<file path="src/rtl/frame_loader.sv">
// Packs SPI bytes into pixels, writes them row-major into the back buffer,
// flips buffers on frame boundaries. Option: FRAME_LOADER_LENGTH_CHECK_EN.
module frame_loader #(
  parameter int rows    = 8,
  parameter int columns = 32,
  parameter int width   = 24
) (
  input  logic                       clk,
  input  logic                       rst,
  input  logic [7:0]                 data,
  input  logic                       valid,
  input  logic                       sot,
  input  logic                       eot,
  input  logic                       frame_complete,
  output logic                       wen,
  output logic [$clog2(rows)-1:0]    wrow,
  output logic [$clog2(columns)-1:0] wcol,
  output logic [width-1:0]           wdata,
  output logic                       flip,
  output logic                       busy,
  output logic                       error
);

  localparam int BPP   = width / 8;
  localparam int TOTAL = rows * columns;
  localparam int RW    = $clog2(rows);
  localparam int CW    = $clog2(columns);
  localparam int PW    = $clog2(TOTAL + 1);
  localparam int BW    = (BPP > 1) ? $clog2(BPP) : 1;

  typedef enum logic [1:0] {
    IDLE,
    LOAD,
    FLIP_WAIT
  } state_t;

  state_t state, state_nx;

  logic [BW-1:0]    byte_cnt, bc_e, bc_nx;
  logic [PW-1:0]    pix_cnt, pc_e, pc_nx;
  logic [RW-1:0]    row, row_e, row_nx;
  logic [CW-1:0]    col, col_e, col_nx;
  logic [width-1:0] shreg, sh_nx;
  logic             take, last;

  // sot in LOAD restarts: the same-cycle byte sees cleared counters
  always_comb begin
    bc_e   = sot ? '0 : byte_cnt;
    pc_e   = sot ? '0 : pix_cnt;
    row_e  = sot ? '0 : row;
    col_e  = sot ? '0 : col;
    sh_nx  = (shreg << 8) | width'(data);
    take   = (state == LOAD) && valid &&
             (pc_e != PW'(TOTAL));
    last   = take && (bc_e == BW'(BPP - 1));
    bc_nx  = bc_e;
    pc_nx  = pc_e;
    row_nx = row_e;
    col_nx = col_e;
    if (last) begin
      bc_nx = '0;
      pc_nx = pc_e + PW'(1);
      if (col_e == CW'(columns - 1)) begin
        col_nx = '0;
        row_nx = row_e + RW'(1);
      end else begin
        col_nx = col_e + CW'(1);
      end
    end else if (take) begin
      bc_nx = bc_e + BW'(1);
    end
  end

`ifdef FRAME_LOADER_LENGTH_CHECK_EN
  logic ok;
  assign ok = (pc_nx == PW'(TOTAL)) && (bc_nx == '0);
`endif

  always_comb begin
    state_nx = state;
    unique case (state)
      IDLE:
        if (sot) state_nx = LOAD;
      LOAD:
        if (!sot && eot) begin
`ifdef FRAME_LOADER_LENGTH_CHECK_EN
          state_nx = ok ? FLIP_WAIT : IDLE;
`else
          state_nx = FLIP_WAIT;
`endif
        end
      FLIP_WAIT:
        if (frame_complete) state_nx = IDLE;
      default:
        state_nx = IDLE;
    endcase
  end

  always_ff @(posedge clk or posedge rst) begin
    if (rst) state <= IDLE;
    else     state <= state_nx;
  end

  always_ff @(posedge clk or posedge rst) begin
    if (rst) begin
      byte_cnt <= '0;
      pix_cnt  <= '0;
      row      <= '0;
      col      <= '0;
      shreg    <= '0;
      wen      <= 1'b0;
      wrow     <= '0;
      wcol     <= '0;
      wdata    <= '0;
      flip     <= 1'b0;
    end else begin
      wen <= 1'b0;
      if (state == IDLE && sot) begin
        byte_cnt <= '0;
        pix_cnt  <= '0;
        row      <= '0;
        col      <= '0;
      end else if (state == LOAD) begin
        byte_cnt <= bc_nx;
        pix_cnt  <= pc_nx;
        row      <= row_nx;
        col      <= col_nx;
        if (take) shreg <= sh_nx;
        if (last) begin
          wen   <= 1'b1;
          wrow  <= row_e;
          wcol  <= col_e;
          wdata <= sh_nx;
        end
      end
      if (state == FLIP_WAIT && frame_complete)
        flip <= ~flip;
    end
  end

`ifdef FRAME_LOADER_LENGTH_CHECK_EN
  always_ff @(posedge clk or posedge rst) begin
    if (rst) error <= 1'b0;
    else     error <= (state == LOAD) && !sot && eot && !ok;
  end
`else
  assign error = 1'b0;
`endif

  assign busy = (state != IDLE);

endmodule

</file>
<file path="config.mk">
export PLATFORM = sky130hd
export DESIGN_NAME = frame_loader
export DESIGN_NICKNAME = d
export VERILOG_FILES = /design/src/rtl/frame_loader.sv
export SDC_FILE = /design/constraint.sdc
export NUM_CORES = 1
export LEC_CHECK = 0
export BUFFER_PORTS_ARGS = -buffer_cell sky130_fd_sc_hd__buf_2
export CORE_MARGIN = 2
export CORE_UTILIZATION = 35
export DETAILED_ROUTE_END_ITERATION = 8
export HOLD_SLACK_MARGIN = 0.15
export PLACE_DENSITY_LB_ADDON = 0.05
export SKIP_LAST_GASP = 1
export SLEW_MARGIN = 5
export SYNTH_ARGS = -nofsm -noshare
export SYNTH_HDL_FRONTEND = slang
export SYNTH_SLANG_ARGS = --single-unit
</file>
<file path="constraint.sdc">
create_clock -name clk -period 3.9 [get_ports clk]
set_input_delay 0.78 -clock clk [delete_from_list [all_inputs] [get_ports clk]]
set_output_delay 0.78 -clock clk [all_outputs]
set_load 0.01 [all_outputs]
</file>
==> results.toml <==
[status]
status = "complete, no violations"

[synthesis]
yosys_warnings = 0
syn_nets = 340
synth.avg_cell_area_um2 = 10.28
async_reset_ff_share_pct = 100.0
synth_area_um2 = 3289
synth-edff-count = 0
synth_cell_types = 49
synth-seq-cells = 71
ys.flop_type = "dfrtp_1"
yosysSeqAreaShare_pct = 54.01
synthCells = 320

[drt]
viasPerCell = 5.015
drt-initial-drc-count = 91
firstDrtPassIters = 4
drc = 0
drt.antenna.violating_nets = 0
via_count = 2402
wl_um = 6865
routedWlPerCell_um = 14.33

[clock_network]
postCtsResizedCells = 0
cts_max_path_buffers = 2
cts_num_sinks = 71
post-cts-setup-buffers = 0
clk_latency_ns = 0.34
cts_buffers = 9
root_buffer = "clkbuf_8"
h-tree-depth = 3
cts_tree = "built"
cts_hold_buf = 0
clk_pin_slew_ns = 0.08

[critical_path]
cp-end-kind = "flop"
path_cells = "buf_2 > nor2b_1 > inv_1 > ha_1 > and4bb_4 > a31o_4 > buf_4 > nor3_1 > nor4_2"
cp-start-kind = "input port"
slowest_delay_ns = 0.44
critPathMaxFanout = 32
required_ns = 4.14
crit_arrival_ns = 3.03
crit_slowest_cell = "buf_2"
cp_num_buf_inv = 3
critPathKind = "input port to flop"
critPathTopFamily = "buffers and inverters"

[timing]
fin_ws_ns = 1.115
relSlewSlack_pct = 39.08
fmax_mhz = 359.1
setup-tns-final_ns = 0
finalHoldViolCount = 0
worst_slew_pin_slew_ns = 0.9138
finalClockSkew_ns = 0.006079
setup_viol = 0
min_period_ns = 2.785
rsz0062_at_grt = "false"
slew_violations = 0
min_period_over_period_pct = 71.40

[hold_path]
hold_path_class = "flop to flop"

[global_routing]
grt_pass1_vias = 2437
grt_use_total_pct = 15.23
grt-ovfl-total = 0
grt_pass1_wl_um = 12190
antenna_found_initial = 0
grt_max_degree = 72

[floorplan]
ioPinCount = 50
core_area_um2 = 9196
die_w_um = 100.9
rows = 35
die_h_um = 100.9
start_util_pct = 35.77
die-area_um2 = 10190

[placement]
dpl.hpwl_um = 4347
place_ws_ns = 0.7306
gp_congestion = 0.7353
io_buffers = 48

[finish]
area_delta_synth_final_pct = 14.61
mostFrequentLayoutCells = "nand2_1, dfrtp_1, buf_2"
fillers = 917
nets = 383
final_layout_size_suffix_gt1_share_pct = 26.36
antenna_cells = 0
layout_commonest_cell = "nand2_1"

[pwr]
power_frac_comb_pct = 15.0
power.density_nw_per_um2 = 481.5
netSwitchingFraction_pct = 27.94
pwr-share-seq_pct = 51.4
clkPwrFrac_pct = 33.5
switchingPower_w = 0.0005072
p_int_w = 0.001308
cellLeakagePower_nw = 1.952
irDropWorstVdd_v = 0.0002258

[job]
cap_viol_max_count = 0
[worst min-delay path, stage by stage, from the launching register on]
cell and delay (ns):
dfrtp_1 0.34, nand2_1 0.05, nand2_1 0.05
[synth_stat cells (all sizes together), types with 2 or more instances]
library cell,count,area (um^2)
mux2,18,202.7
inv,14,55.06
buf,15,107.6
nor3,7,46.30
a221o,2,20.02
nor4,4,46.29
ha,6,75.07
nor2,8,30.03
a21oi,7,35.03
dfrtp,71,1777
a41oi,2,17.52
nand2,95,356.6
o31ai,2,15.01
a31oi,4,40.04
nand3,9,45.04
nand4,3,18.77
clkbuf,3,11.26
and3,4,25.02
a211oi,2,15.01
and3b,2,17.52
nand2b,4,25.02
nand3b,3,22.52
o21ai,12,60.06
nor2b,6,37.54
[layer usage]
layer | part of all wire (%) | wire, um | GRT usage, %
met1 | 50 | 3448 | 21.25
met2 | 45 | 3106 | 23.38
met3 | 3.8 | 260 | 4.300
met4 | 0.73 | 50 | 4.054
met5 | 0 | 0 | 0
[metrics by stage]
| stage | util [%] | cell area (um^2) | power (W) | hold slack (ns) | cells |
|---|---|---|---|---|---|
| 2_1_floorplan | - | 3289 | 0.001121 | 0.4348 | 320 |
| 3_3_place_gp | 38.76 | 3565 | 0.001226 | 0.4556 | 463 |
| 3_5_place_dp | 38.76 | 3565 | 0.001229 | 0.4504 | 463 |
| 4_1_cts | 40.99 | 3770 | 0.001853 | 0.4724 | 479 |
| 5_1_grt | 40.99 | 3770 | 0.001939 | 0.4904 | 479 |
| 6_report | 40.99 | 3770 | 0.001815 | 0.4648 | 479 |
[layout make-up]
type | instances | area, um^2 | area share (%)
Timing Repair Buffer | 50 | 255.2 | 6.771
Clock buffer | 10 | 137.6 | 3.651
Sequential cell | 71 | 1777 | 47.13
Inverter | 14 | 55.05 | 1.460
Clock inverter | 6 | 67.56 | 1.792
Tap cell | 111 | 138.9 | 3.684
Multi-Input combinational cell | 217 | 1339 | 35.51
[power by group through the flow]
| stage | clock, W | sequential (W) | combinational [W] |
|---|---|---|---|
| 5_1_grt | 0.000674 | 0.000954 | 0.000312 |
| 3_3_place_gp | 0 | 0.000949 | 0.000277 |
| 3_5_place_dp | 0 | 0.000949 | 0.000280 |
| 4_1_cts | 0.000636 | 0.000936 | 0.000281 |
| 2_1_floorplan | 0 | 0.000958 | 0.000163 |
| 6_report | 0.000608 | 0.000934 | 0.000273 |
[flip-flops by register name, summed over array words and instances (netlist names), 2 cells and up]
signal	cells
pix_cnt	9
wdata	24
state	2
col	5
row	3
shreg	16
wrow	3
wcol	5
byte_cnt	2
[kinds of logic after synthesis]
group / count (synthesis) / synth area share [%]
AOI/OAI and AO/OA: 41 / 9.472
other: 1 / 0.1140
DFF: 71 / 54.01
buffers and inverters: 32 / 5.287
muxes: 19 / 6.466
and+or+nand+nor: 149 / 22.10
xor gates and xnor gates: 1 / 0.2663
adders and majority gates: 6 / 2.282
[final timing paths]
check / slack, ns / startpoint / cells after the start / to
worst max-delay path: 1.12 / sot / 9 / col[2]
worst min-delay path: 0.46 / shreg[15] / 2 / wdata[23]
worst max register to register: 1.50 / pix_cnt[0] / 7 / wcol[4]
worst min register to register: 0.46 / shreg[15] / 2 / wdata[23]
max in group asynchronous: 2.60 / rst / 3 / wrow[1]
min in group asynchronous: 0.72 / rst / 3 / wcol[4]
Note: power is estimated with default switching activity, not from simulation.
